==> src/rtl/mips_pkg.sv <==
// Shared definitions for the TP4 MIPS pipeline: access sizes, MEM-stage FSM
// encodings and the MEM/WB register layout.
package mips_pkg;

  localparam logic [1:0] SZ_BYTE = 2'b00;
  localparam logic [1:0] SZ_HALF = 2'b01;
  localparam logic [1:0] SZ_WORD = 2'b10;

  localparam logic [1:0] ST_IDLE   = 2'd0;
  localparam logic [1:0] ST_ACCESS = 2'd1;
  localparam logic [1:0] ST_DONE   = 2'd2;

  localparam int WB_REGF_WR = 0;

  typedef struct packed {
    logic [4:0]  wb;
    logic        jl;
    logic [31:0] pc;
    logic [31:0] mem_data;
    logic [31:0] alu_result;
    logic [4:0]  wreg;
  } mem_wb_t;

endpackage

==> src/rtl/mem_lane_align.sv <==
// Little-endian lane handling for the MEM stage: store replication, byte
// enables, load extraction/extension and the alignment check.
module mem_lane_align
  import mips_pkg::*;
(
  input  logic [1:0]  addr_lo_i,
  input  logic [1:0]  size_i,
  input  logic        is_unsigned_i,
  input  logic        is_store_i,
  input  logic [31:0] store_data_i,
  input  logic [31:0] rdata_i,
  output logic [3:0]  be_o,
  output logic [31:0] wdata_o,
  output logic [31:0] load_data_o,
  output logic        misaligned_o
);

  logic [7:0]  byte_lane;
  logic [15:0] half_lane;

  // NOTE: every output gets a default before the case so no latch is inferred.
  always_comb begin
    be_o         = 4'b1111;
    wdata_o      = store_data_i;
    load_data_o  = rdata_i;
    misaligned_o = 1'b0;
    byte_lane    = rdata_i[{addr_lo_i, 3'b000} +: 8];
    half_lane    = addr_lo_i[1] ? rdata_i[31:16] : rdata_i[15:0];
    case (size_i)
      SZ_BYTE: begin
        if (is_store_i) begin
          be_o    = 4'b0001 << addr_lo_i;
          wdata_o = {4{store_data_i[7:0]}};
        end
        load_data_o = {{24{byte_lane[7] & ~is_unsigned_i}}, byte_lane};
      end
      SZ_HALF: begin
        misaligned_o = addr_lo_i[0];
        if (is_store_i) begin
          be_o    = addr_lo_i[1] ? 4'b1100 : 4'b0011;
          wdata_o = {2{store_data_i[15:0]}};
        end
        load_data_o = {{16{half_lane[15] & ~is_unsigned_i}}, half_lane};
      end
      default: misaligned_o = |addr_lo_i;
    endcase
  end

endmodule

==> src/rtl/mem_access_stage.sv <==
// MEM stage of the TP4 MIPS pipeline: data-memory req/ack access FSM with
// timeout, upstream stall, debug freeze and the MEM/WB pipeline register.
module mem_access_stage
  import mips_pkg::*;
#(
  parameter int ADDR_W  = 10,
  parameter int TIMEOUT = 15
) (
  input  logic              clk,
  input  logic              rst,
  input  logic              stop_debug,
  input  logic [4:0]        in_wb,
  input  logic              in_mem_read,
  input  logic              in_mem_write,
  input  logic [1:0]        in_mem_size,
  input  logic              in_mem_unsigned,
  input  logic              in_jl,
  input  logic [31:0]       in_pc,
  input  logic [31:0]       in_alu_result,
  input  logic [31:0]       in_store_data,
  input  logic [4:0]        in_wreg,
  output logic              dmem_req,
  output logic              dmem_we,
  output logic [ADDR_W-1:0] dmem_addr,
  output logic [31:0]       dmem_wdata,
  output logic [3:0]        dmem_be,
  input  logic [31:0]       dmem_rdata,
  input  logic              dmem_ack,
  output logic              out_stall,
  output logic              out_misaligned,
  output logic              out_bus_error,
  output logic [4:0]        out_wb,
  output logic              out_jl,
  output logic [31:0]       out_pc,
  output logic [31:0]       out_mem_data,
  output logic [31:0]       out_alu_result,
  output logic [4:0]        out_wreg
);

  localparam int CNT_W = $clog2(TIMEOUT + 1);

  logic [1:0]        st_q, st_d;
  logic [CNT_W-1:0]  cnt_q, cnt_d;
  mem_wb_t           mw_q, mw_d;
  mem_wb_t           hold_q, hold_d;
  logic              we_q, we_d;
  logic [1:0]        size_q, size_d;
  logic              uns_q, uns_d;
  logic [3:0]        be_q, be_d;
  logic [31:0]       wdata_q, wdata_d;
  logic [ADDR_W-1:0] addr_q, addr_d;
  logic              ack_pend_q, ack_pend_d;
  logic [31:0]       rdata_pend_q, rdata_pend_d;
  logic              misal_q, misal_d;
  logic              berr_q, berr_d;

  logic        in_idle, mem_op, ack_eff;
  logic [1:0]  al_lo, al_size;
  logic        al_uns, al_store, al_misal;
  logic [3:0]  al_be;
  logic [31:0] al_wdata, al_load, al_rdata;
  mem_wb_t     in_ent;

  assign in_idle  = (st_q == ST_IDLE);
  assign mem_op   = in_mem_read | in_mem_write;
  assign ack_eff  = dmem_ack | ack_pend_q;
  assign al_rdata = ack_pend_q ? rdata_pend_q : dmem_rdata;

  // In IDLE the aligner looks at the incoming op; afterwards at the captured one.
  assign al_lo    = in_idle ? in_alu_result[1:0] : hold_q.alu_result[1:0];
  assign al_size  = in_idle ? in_mem_size        : size_q;
  assign al_uns   = in_idle ? in_mem_unsigned    : uns_q;
  assign al_store = in_idle ? in_mem_write       : we_q;

  mem_lane_align u_align (
    .addr_lo_i     (al_lo),
    .size_i        (al_size),
    .is_unsigned_i (al_uns),
    .is_store_i    (al_store),
    .store_data_i  (in_store_data),
    .rdata_i       (al_rdata),
    .be_o          (al_be),
    .wdata_o       (al_wdata),
    .load_data_o   (al_load),
    .misaligned_o  (al_misal)
  );

  always_comb begin
    in_ent            = '0;
    in_ent.wb         = in_wb;
    in_ent.jl         = in_jl;
    in_ent.pc         = in_pc;
    in_ent.alu_result = in_alu_result;
    in_ent.wreg       = in_wreg;
  end

  always_comb begin
    st_d         = st_q;
    cnt_d        = cnt_q;
    mw_d         = mw_q;
    hold_d       = hold_q;
    we_d         = we_q;
    size_d       = size_q;
    uns_d        = uns_q;
    be_d         = be_q;
    wdata_d      = wdata_q;
    addr_d       = addr_q;
    ack_pend_d   = ack_pend_q;
    rdata_pend_d = rdata_pend_q;
    misal_d      = misal_q;
    berr_d       = berr_q;
    if (stop_debug) begin
      if (st_q == ST_ACCESS && dmem_ack && !ack_pend_q) begin
        ack_pend_d   = 1'b1;
        rdata_pend_d = dmem_rdata;
      end
    end else begin
      misal_d = 1'b0;
      berr_d  = 1'b0;
      case (st_q)
        ST_IDLE: begin
          if (!mem_op) begin
            mw_d = in_ent;
          end else if (al_misal) begin
            misal_d = 1'b1;
            mw_d    = '0;
          end else begin
            st_d    = ST_ACCESS;
            cnt_d   = '0;
            mw_d    = '0;
            hold_d  = in_ent;
            we_d    = in_mem_write;
            size_d  = in_mem_size;
            uns_d   = in_mem_unsigned;
            be_d    = al_be;
            wdata_d = al_wdata;
            addr_d  = in_alu_result[ADDR_W+1:2];
          end
        end
        ST_ACCESS: begin
          mw_d = '0;
          if (ack_eff) begin
            st_d          = ST_DONE;
            ack_pend_d    = 1'b0;
            mw_d          = hold_q;
            mw_d.mem_data = we_q ? 32'd0 : al_load;
          end else if (cnt_q == CNT_W'(TIMEOUT - 1)) begin
            st_d   = ST_DONE;
            cnt_d  = '0;
            berr_d = 1'b1;
          end else begin
            cnt_d = cnt_q + 1'b1;
          end
        end
        ST_DONE: begin
          // The upstream op is still presented here; it was already serviced.
          st_d  = ST_IDLE;
          cnt_d = '0;
          mw_d  = '0;
        end
        default: st_d = ST_IDLE;
      endcase
    end
  end

  // NOTE: sequential state is written only with non-blocking assignments.
  always_ff @(negedge clk) begin
    if (!rst) begin
      st_q         <= ST_IDLE;
      cnt_q        <= '0;
      mw_q         <= '0;
      hold_q       <= '0;
      we_q         <= 1'b0;
      size_q       <= '0;
      uns_q        <= 1'b0;
      be_q         <= '0;
      wdata_q      <= '0;
      addr_q       <= '0;
      ack_pend_q   <= 1'b0;
      rdata_pend_q <= '0;
      misal_q      <= 1'b0;
      berr_q       <= 1'b0;
    end else begin
      st_q         <= st_d;
      cnt_q        <= cnt_d;
      mw_q         <= mw_d;
      hold_q       <= hold_d;
      we_q         <= we_d;
      size_q       <= size_d;
      uns_q        <= uns_d;
      be_q         <= be_d;
      wdata_q      <= wdata_d;
      addr_q       <= addr_d;
      ack_pend_q   <= ack_pend_d;
      rdata_pend_q <= rdata_pend_d;
      misal_q      <= misal_d;
      berr_q       <= berr_d;
    end
  end

  assign dmem_req       = (st_q == ST_ACCESS);
  assign dmem_we        = dmem_req & we_q;
  assign dmem_addr      = addr_q;
  assign dmem_wdata     = wdata_q;
  assign dmem_be        = be_q;
  assign out_stall      = rst & ((st_q == ST_ACCESS) | (in_idle & mem_op & ~al_misal));
  assign out_misaligned = misal_q;
  assign out_bus_error  = berr_q;
  assign out_wb         = mw_q.wb;
  assign out_jl         = mw_q.jl;
  assign out_pc         = mw_q.pc;
  assign out_mem_data   = mw_q.mem_data;
  assign out_alu_result = mw_q.alu_result;
  assign out_wreg       = mw_q.wreg;

endmodule

==> config.mk <==
export PLATFORM = sky130hd
export DESIGN_NAME = mem_access_stage
export DESIGN_NICKNAME = d
export VERILOG_FILES = /design/src/rtl/mips_pkg.sv /design/src/rtl/mem_lane_align.sv /design/src/rtl/mem_access_stage.sv
export SDC_FILE = /design/constraint.sdc
export NUM_CORES = 1
export LEC_CHECK = 0
export CELL_PAD_IN_SITES_DETAIL_PLACEMENT = 1
export CELL_PAD_IN_SITES_GLOBAL_PLACEMENT = 1
export CORE_MARGIN = 4
export CORE_UTILIZATION = 38
export DETAILED_ROUTE_END_ITERATION = 10
export MAX_ROUTING_LAYER = met4
export PLACE_DENSITY_LB_ADDON = 0.1
export SLEW_MARGIN = 25
export SYNTH_ARGS = -nofsm -noshare
export SYNTH_HDL_FRONTEND = slang
export SYNTH_SLANG_ARGS = --single-unit
==> constraint.sdc <==
create_clock -name clk -period 4 [get_ports clk]
set_input_delay 0.6 -clock clk [delete_from_list [all_inputs] [get_ports clk]]
set_output_delay 0.6 -clock clk [all_outputs]
set_load 0.1 [all_outputs]
After elaboration in Yosys (flattened, before gate mapping)
Cells that the tools add are included.
Operators by class
  bitwise operators: 12
  $add $sub $neg: 1
  equality and inequality tests: 9
  mux-type cells: 39
  shifts and indexed selects: 2
  reductions and logical operators: 15
Operators by type and width (number)
  $pmux 107 s3: 1
  $mux 107: 2
  $mux 32: 4
  $pmux 32 s2: 2
  $shiftx 32x6->8: 1
  $mux 4: 7
  $mux 16: 1
  $mux 1: 12
  $mux 2: 6
  $pmux 4 s3: 1
  $pmux 4 s2: 1
  $reduce_and 4->1: 2
  $and 1x1->1: 6
  $reduce_and 5->1: 1
  $add 4x1->4 const B: 1
  $eq 2x1->1 const B: 2
  $eq 4x4->1 const B: 1
  $logic_not 2->1: 2
  $ne 2x1->1 const B: 2
  $ne 2x2->1 const B: 2
  $pmux 2 s2: 1
  $reduce_and 2->1: 2
  $reduce_bool 2->1: 2
  $shl 1x2->4 const A: 1
  other kinds (10): 15
Storage, ports and cells
  input port bits: 148
  register bits: 273

Logic depth before layout (Yosys ltp)
Gate-level depths: netlist (run 1).
  depth after elaboration: 8
  gate-level depth with buffers: 10

By module
Synthesis (run 1) repeated with hierarchy kept, for this count alone.
Second synthesis, totals
  cell total of the unflattened synthesis: 1441
  area total of the unflattened synthesis: 11977.7 um^2
Modules (own cells, without submodules)
  mem_access_stage: area an instance 10734.0 um^2, seq. area each 5265.0 um^2, instances 1, cells each 1247
  mem_lane_align: area an instance 1243.7 um^2, seq. area each 0.0 um^2, instances 1, cells each 194

==> metrics, run 1 <==
status=complete, but fails checks; failing checks=negative setup slack; Crit Path Max Fanout=2; DRC violations left=0; Die X=182.0 µm; Hold Path End=hold_q[29]; Num CTS Buffers=31; HP Class=flip-flop to flip-flop; global-route wire length before repair=83.39 mm; final net count=2133; Syn. warnings=0; pre-CTS WS=-0.7633 ns; Peak VDD IR=377.0 µV; Post-Route Utilization=66.13%; Max Cap Viol=0; Vias=13830; count of pins over their slew limit=0; number of flops mapped to enable cells by yosys=0; Detailed Route Iter0 Violations=1115; Core Rows=63; endpoints failing hold=0; # port buffers=305; DRT Pass-1 Iters=6; die height=182.0 µm; Total Power=9.329 mW; syn avg cell area=8.291 µm²; initial core utilization=38.70%; Yosys top cell area share=45.78%; largest net degree at the start of global routing=75; Power Density=474.7 nW/µm²; die area=33110 µm²; CP Capture Type=primary output; hold_buf cts=0; top area cells in the synthesized netlist=dfxtp_1, nand2_1, a21oi_1; RSZ-0062 raised after global routing=yes; GPL Wtd Cong=0.8504; RR Startpoint=ack_pend_q; Synth Flop Type=dfxtp_1; Clock Skew=0.05273 ns; Tightest Pin Transition=0.8613 ns; Hold Path Stages=2; vias in the first global route=15680; via-per-instance ratio=5.759; fill count=3291; Top Ports=306; Reg clk slew, reported paths=0.06 ns; register area share after synthesis=45.78%; GRT Overall Usage=31.70%; Slew HR=42.58%; CP arrival=3.85 ns; wirelength, routed=54.30 mm; Mapped Nets=1540; r2r setup slk=1.48 ns; CP required=3.40 ns; core area=29720 µm²; final setup margin=-0.4504 ns; DR WL/cell=22.61 µm; asr flop ratio synth=0%; Max Root-Sink Buffers=3; clock sinks=263; Area growth syn-to-layout=70.88%; Leakage=8.306 nW; layout cells sized above 1=19.85%; hpwl dp=30.59 mm; crit-path max cell delay=0.33 ns; Post-Syn Area=11500 µm²; top cells by count, synth=nand2_1, dfxtp_1, a21oi_1; CTS root buffer=clkbuf_16; GRT overflow=0; Post-DRT Antenna Nets=0; most numerous cell on the critical path=nor2_4; CTS tree=yes; Worst setup SP type=flip-flop; worst-skew pair later-pin latency=0.65 ns; Synth Instances=1387; R2R Path End=out_mem_data[4]; register bit total from synthesis=263; initial antenna violation count=6; synth unique cells=53; H-Tree Depth=1; endpoints failing setup=4; Worst path slowest cell=dfxtp_2; critical hold path startpoint=hold_q[29]; Worst R2R Path Depth=7; most frequent cell after synthesis=nand2_1; Crit Path Category=flip-flop to primary output; Synth area leader=dfxtp_1; cell breakdown of the critical path=inv_2 > ha_4 > o21ai_4 > buf_6 > nor3_4 > nor2_4 > nor2_4 > buf_12
[what timing repair did]
item                                    4_1_cts  5_1_grt
buffers inserted                             11        2
resized for setup                            15       21
pin swaps                                     8        4
endpoints found under the setup margin      118      168
[per-stage QoR]
stage | cells | area [µm²] | setup TNS [ns] | hold slack [ns]
3_5_place_dp | 2063 | 17370 | -126.36 | 0.4483
6_report | 2401 | 19650 | -1.156 | 0.4520
2_1_floorplan | 1387 | 11550 | -0.4803 | 0.4329
4_1_cts | 2393 | 19550 | -0.9023 | 0.4534
3_3_place_gp | 2063 | 17370 | -121.01 | 0.4384
5_1_grt | 2401 | 19650 | -1.371 | 0.4720
[worst max-delay path, delay by kind of cell (launching register included)]
family	cells	cell delay (ns)
AOI/OAI and AO/OA	1	0.07
adders and majority gates	1	0.15
buffers and inverters	3	0.39
DFF	1	0.33
and+or+nand+nor	3	0.30
[kinds of logic (layout without fill, tap and decap cells)]
family | count (synthesis) | count (layout) | synth area share, %
mux | 75 | 75 | 6.757
flops | 263 | 263 | 45.78
simple gates | 516 | 516 | 18.82
fa+ha+maj | 5 | 5 | 0.5440
other cells | 0 | 6 | 0
compound gates | 380 | 380 | 21.96
buf+inv | 148 | 766 | 6.136
[report_power, final]
| part | switching [mW] | internal, mW | total, mW |
|---|---|---|---|
| combinational | 1.30 | 0.845 | 2.15 |
| sequential | 0.133 | 2.76 | 2.90 |
| clock | 2.20 | 2.09 | 4.29 |
[per-layer routing]
metal	GRT usage [%]	wire (µm)
met1	34.20	20350
met2	53.06	28200
met3	10.52	4095
met4	14.26	1648
met5	-	0
[how the worst max path moves through the flow]
stage                   start              to  slack [ns]  cells after the start
3_3_place_gp   in_mem_size[1]  dmem_wdata[16]       -0.70                      7
2_1_floorplan         st_q[1]       out_stall       -0.08                      5
5_1_grt               st_q[1]       out_stall       -0.51                      8
3_5_place_dp   in_mem_size[1]  dmem_wdata[25]       -0.76                      6
4_1_cts               st_q[1]       out_stall       -0.47                      8
6_report              st_q[1]       out_stall       -0.45                      8
[final cells by class]
class | count | area (µm²) | share of cell area (%)
clock buffer | 31 | 775.7 | 3.948
multi-input combinational | 976 | 5705 | 29.03
sequential | 263 | 5269 | 26.81
tap | 390 | 488.0 | 2.483
inverter | 6 | 27.53 | 0.1401
clock inverter | 290 | 1254 | 6.380
antenna | 6 | 15.01 | 0.07640
timing repair buffer | 439 | 6117 | 31.13
[cells in the final DEF, fill, tap and decap left out, types with 3 or more instances in the layout]
cell type,netlist,routed
nor3b_1,3,3
a32oi_1,6,6
a2111oi_1,5,6
nand3_1,20,20
bufinv_16,0,5
dfxtp_1,263,260
a211oi_1,10,7
a311oi_1,11,10
dfxtp_2,0,3
nor2_4,0,4
o21ai_0,30,25
inv_4,0,3
diode_2,0,6
buf_6,9,6
clkinvlp_2,0,7
a31oi_1,23,22
a221oi_1,76,76
ha_1,5,3
buf_12,0,194
buf_4,12,92
inv_1,6,276
a22oi_1,19,18
o211ai_1,29,29
o21ai_1,6,10
mux2i_1,57,56
nand4_1,6,6
nor3_1,78,76
mux2_2,17,16
a31oi_2,2,3
nand2_1,289,289
clkdlybuf4s50_1,0,144
a211oi_2,0,3
nor2_1,99,93
a21oi_1,148,146
clkbuf_16,0,31
or4_1,4,3
[sequential cells by signal, indices dropped and copies added, names as in the netlist]
name            flops
cnt_q               4
dmem_be             4
size_q              2
st_q                2
out_bus_error       1
out_wreg            5
rdata_pend_q       32
out_misaligned      1
out_pc             32
hold_q             75
out_jl              1
out_wb              5
dmem_wdata         32
ack_pend_q          1
uns_q               1
out_alu_result     32
out_mem_data       32
we_q                1
(Power assumes the default switching activity.)
==> run 2: changes to the inputs <==
PLACE_DENSITY = 0.95   (was default)
PLACE_DENSITY_LB_ADDON = default   (was 0.1)
==> run 2 against run 1 <==
  * The flow still finishes with violations (negative setup slack)
  * Clock skew increased by 0.16 ns
  * Largest cell class unchanged
  * Highest routed layer unchanged
  * Critical endpoint unchanged
  * Hold slack improved by 0.0086 ns
  * Worst setup slack got worse by 0.19 ns
  * Largest power group unchanged
  * Critical path type unchanged
==> metrics, run 2 (synthesized netlist as in run 1, its figures left out) <==
count of pins over their slew limit=0 (unchanged); final setup margin=-0.6451 ns (-0.1947 ns); Hold Path End=hold_q[23]; Worst R2R Path Depth=7 (unchanged); CTS tree=yes; CTS root buffer=clkbuf_16; largest register by flop count=hold_q; H-Tree Depth=1 (unchanged); pre-CTS WS=-0.8216 ns (-0.05830 ns); GPL Wtd Cong=0.9717 (+14%); DR WL/cell=37.92 µm (+68%); Slew HR=41.02% (-1.6 points); global-route wire length before repair=118.4 mm (+42%); die area=33110 µm² (unchanged); fin cells=2420 (+0.79%); CP arrival=4.05 ns (+0.20 ns); Worst setup SP type=flip-flop; RSZ-0062 raised after global routing=yes; Peak VDD IR=483.9 µV (+28%); CP required=3.40 ns (about the same); most frequent cells in the layout=nand2_1, inv_1, dfxtp_1; Num CTS Buffers=31 (unchanged); DRT Pass-1 Iters=8 (+2); DRC violations left=0 (unchanged); Reg clk slew, reported paths=0.09 ns (+0.03 ns); vias in the first global route=18020 (+15%); GRT overflow=0 (unchanged); Hold Path Stages=2 (unchanged); core area=29720 µm² (unchanged); clock sinks=263 (unchanged); dpl cells=2060 (-0.15%); r2r setup slk=0.79 ns (-0.69 ns); Vias=17140 (+24%); Leakage=8.367 nW (+0.73%); endpoints failing hold=0 (unchanged); Max Root-Sink Buffers=3 (unchanged); wirelength, routed=91.77 mm (+69%); # port buffers=305 (unchanged); initial antenna violation count=10 (+4); Power Density=526.5 nW/µm² (+11%); critical hold path startpoint=hold_q[23]; Detailed Route Iter0 Violations=2673 (+140%); largest net degree at the start of global routing=74 (-1.3%); worst-skew pair later-pin latency=0.82 ns (+0.17 ns); RR Startpoint=ack_pend_q; layout cells sized above 1=22.05% (+2.2 points); Die X=182.0 µm (unchanged); Crit Path Category=flip-flop to primary output; Max Cap Viol=0 (unchanged); Top Ports=306 (unchanged); fill count=3259 (-0.97%); Core Rows=63 (unchanged); R2R Path End=out_alu_result[19]; Final TNS setup=-5.697 ns (-4.542 ns); status=complete, but fails checks; Post-DRT Antenna Nets=0 (unchanged); most common cell after layout, fill and taps aside=nand2_1; via-per-instance ratio=7.083 (+23%); Clock Skew=0.2096 ns (+0.1569 ns); die height=182.0 µm (unchanged); Tightest Pin Transition=0.8780 ns (+0.01668 ns); final net count=2147 (+0.66%); endpoints failing setup=42 (+38); Area growth syn-to-layout=72.54%; hold_ws=0.4605 ns (+0.008551 ns); GRT Overall Usage=48.24% (+17 points); Crit Path Max Fanout=3 (+1); max FFs per register=75 (unchanged); CP Capture Type=primary output; HP Class=flip-flop to flip-flop; hpwl dp=38.21 mm (+25%); initial core utilization=38.70% (unchanged); failing checks=negative setup slack
run 2: changes by cell type in the layout (fill, tap and decap cells not counted), moves of 5 or more:
cell | previous run | this run
inv_4 | 3 | 8
inv_1 | 276 | 268
a21oi_1 | 146 | 140
diode_2 | 6 | 12
a21oi_2 | 2 | 8
buf_4 | 92 | 111
mux2i_1 | 56 | 51
buf_12 | 194 | 182
run 2: report_power, final:
group	internal, mW	leakage (nW)	switching (mW)
sequential	2.75	2.15	0.174
clock	2.06	1.90	2.99
combinational	0.884	4.31	1.59
run 2: how the worst max path moves through the flow:
stage | startpoint | end | slack, ns | cells after the start
after floorplan | st_q[1] | out_stall | -0.08 | 5
after global placement | in_mem_size[1] | hold_q[15] | -0.54 | 6
after detailed placement | dmem_rdata[15] | out_mem_data[29] | -0.82 | 5
after CTS | st_q[1] | out_stall | -0.68 | 9
after global routing | st_q[1] | out_stall | -0.67 | 8
final | st_q[1] | out_stall | -0.65 | 8
run 2: stage by stage:
| step | util [%] | cell area (µm²) | power (mW) |
|---|---|---|---|
| finish | 66.77 | 19840 | 10.45 |
| detailed placement | 57.89 | 17200 | 5.385 |
| CTS | 66.05 | 19630 | 9.633 |
| global route | 66.77 | 19840 | 10.55 |
| global placement | 57.89 | 17200 | 5.280 |
| floorplan | - | 11550 | 4.446 |
run 2: final cells by class:
cell class | count | area, µm² | share of cell area, %
Timing Repair Buffer | 453 | 6175 | 31.12
Multi-Input combinational cell | 976 | 5817 | 29.32
Sequential cell | 263 | 5276 | 26.59
Clock inverter | 289 | 1247 | 6.287
Clock buffer | 31 | 775.7 | 3.910
Tap cell | 390 | 488.0 | 2.459
Inverter | 6 | 32.53 | 0.1640
Antenna cell | 12 | 30.03 | 0.1513
run 2: timing repair:
| item | CTS | global route |
|---|---|---|
| buffers inserted | 18 | 8 |
| cloned | 5 | 0 |
| hold buffers | 0 | 0 |
| pin swaps | 8 | 7 |
| resized for setup | 38 | 39 |
| endpoints found under the setup margin | 131 | 95 |
run 2: worst max-delay path: stages, from the launching register on:
cell	delay, ns
dfxtp_2	0.35
inv_4	0.07
ha_4	0.17
o21ai_4	0.08
buf_6	0.13
nor3_4	0.19
nor2_4	0.06
nor2_4	0.13
buf_12	0.19
run 2: metal layers:
metal  GRT usage (%)  part of all wire (%)
met2           75.73                    43
met4           39.90                    13
met1           47.66                    31
met5               -                     0
met3           17.73                    13
==> run 3: changes to the inputs <==
SLEW_MARGIN = default   (was 25)
==> run 3 against run 2 <==
  * Largest cell class unchanged
  * Via count rose by 1.3%
  * Final area rose by 0.14%
  * Count of clock-buffer cells in the layout did not move
  * Hold slack improved by 0.014 ns
  * Clock skew fell by 0.081 ns
  * The run still ends with negative setup slack left
==> metrics, run 3 (synthesized netlist as in run 1, its figures left out) <==
status=complete, but fails checks; failing checks=negative setup slack; Reg clk slew, reported paths=0.12 ns (+0.03 ns); max FFs per register=75 (unchanged); wirelength, routed=92.60 mm (+0.90%); count of pins over their slew limit=0 (unchanged); RSZ-0062 raised after global routing=yes; Vias=17370 (+1.3%); DRT Pass-1 Iters=8 (unchanged); Int Pwr=5.694 mW (about the same); Clk pwr share=48.4% (about the same); final setup margin=-0.7523 ns (-0.1072 ns); core area=29720 µm² (unchanged); CTS root buffer=clkbuf_16; pre-CTS WS=-0.8216 ns (unchanged); DRC violations left=0 (unchanged); clock sinks=263 (unchanged); Clock Skew=0.1282 ns (-0.08141 ns); Slew HR=24.09% (-17 points); Hold Path End=hold_q[23]; CP arrival=4.15 ns (+0.10 ns); Final TNS setup=-8.122 ns (-2.425 ns); endpoints failing hold=0 (unchanged); Top Ports=306 (unchanged); Num CTS Buffers=31 (unchanged); vias in the first global route=18020 (unchanged); # port buffers=305 (unchanged); sequential share of power=27.9% (about the same); fin cells=2427 (+0.29%); endpoints failing setup=55 (+31%); worst-skew pair later-pin latency=0.75 ns (-0.07 ns); Seq. cell area=5276 µm² (unchanged); Max Root-Sink Buffers=3 (unchanged); fill count=3219 (-1.2%); Crit Path Category=flip-flop to primary output; hpwl dp=38.21 mm (unchanged); CP Capture Type=primary output; critical hold path startpoint=hold_q[23]; switching share of total power=45.76% (+0.27 points); Crit Path Max Fanout=6 (+3); switching power total=4.804 mW (+1.1%); r2r setup slk=0.78 ns (about the same); Post-DRT Antenna Nets=0 (unchanged); largest net degree at the start of global routing=74 (unchanged); largest register by flop count=hold_q; Detailed Route Iter0 Violations=2790 (+4.4%); die height=182.0 µm (unchanged); Total Power=10.50 mW (+0.50%); Worst R2R Path Depth=8 (+1); HP Class=flip-flop to flip-flop; CP required=3.40 ns (about the same); Area growth syn-to-layout=72.78%; Die X=182.0 µm (unchanged); global-route wire length before repair=118.4 mm (unchanged); Power Density=528.4 nW/µm² (+0.36%); R2R Path End=dmem_be[3]; GPL Wtd Cong=0.9717 (unchanged); RR Startpoint=st_q[1]; GRT overflow=0 (unchanged); Peak VDD IR=506.1 µV (+4.6%); die area=33110 µm² (unchanged); hold_ws=0.4748 ns (+0.01427 ns); CTS tree=yes; Multi-input gate area=5823 µm² (+0.11%); initial antenna violation count=13 (+3); most common cell after layout, fill and taps aside=nand2_1; most frequent cells in the layout=nand2_1, inv_1, dfxtp_1; Max Cap Viol=0 (unchanged); DR WL/cell=38.15 µm (+0.61%); combinational share of power=23.7% (about the same); via-per-instance ratio=7.155 (+1.0%); Leakage=8.371 nW (about the same); Worst setup SP type=flip-flop; final net count=2147 (unchanged); GRT Overall Usage=48.24% (unchanged); dpl cells=2060 (unchanged); layout cells sized above 1=22.05% (unchanged); Core Rows=63 (unchanged); H-Tree Depth=1 (unchanged); initial core utilization=38.70% (unchanged); Hold Path Stages=2 (unchanged); Tightest Pin Transition=1.139 ns (+0.2606 ns)
run 3: cell count changes in the layout (fill, tap and decap cells not counted):
cell,change
diode_2,+7
buf_4,-1
buf_6,+1
nor3_2,-1
nor3_4,+1
run 3: worst max-delay path, stage by stage, from the launching register on:
cell and delay (ns):
dfxtp_2 0.42, inv_4 0.06, buf_4 0.14, buf_6 0.11, buf_6 0.11, ha_4 0.20, nor2_4 0.15, nor2_4 0.06
buf_12 0.17
run 3: stage by stage:
stage	area, µm²	utilization [%]
after global routing	19870	66.86
after detailed placement	17200	57.89
final	19870	66.86
after global placement	17200	57.89
after CTS	19630	66.05
after floorplan	11550	-
run 3: final cells by class:
class                   count  share of cell area (%)
clock buffers              31                   3.904
well taps                 390                   2.456
diodes                     19                  0.2393
inverters                   6                  0.1637
clock inverters           289                   6.278
flip-flops and latches    263                   26.56
repair buffers            453                   31.10
multi-input cells         976                   29.31
run 3: power groups by stage:
stage	Clock [mW]	Sequential [mW]	Combinational (mW)
CTS	4.50	2.90	2.23
floorplan	0.398	3.38	0.665
global route	5.17	2.92	2.48
detailed placement	0.398	2.93	2.06
global placement	0.398	2.91	1.97
finish	5.09	2.93	2.49
run 3: repair_timing:
action,CTS,global route
gates resized for setup,38,42
pin swaps,8,8
hold buffers,0,0
gates cloned,5,0
setup endpoints to repair,131,96
setup buffers,18,8
run 3: worst max-delay path by stage:
stage                            end           start  slack, ns  cells after the start
finish                     out_stall         st_q[1]      -0.75                      8
global route               out_stall         st_q[1]      -0.72                      8
CTS                        out_stall         st_q[1]      -0.68                      9
detailed placement  out_mem_data[29]  dmem_rdata[15]      -0.82                      5
global placement          hold_q[15]  in_mem_size[1]      -0.54                      6
floorplan                  out_stall         st_q[1]      -0.08                      5
run 3: metal layers:
layer / up-vias / part of all wire [%] / global-route usage (%)
li1: 6218 / - / -
met1: 8003 / 31 / 47.66
met2: 2122 / 43 / 75.73
met3: 1022 / 13 / 17.73
met4: 0 / 13 / 39.90
met5: - / 0 / -
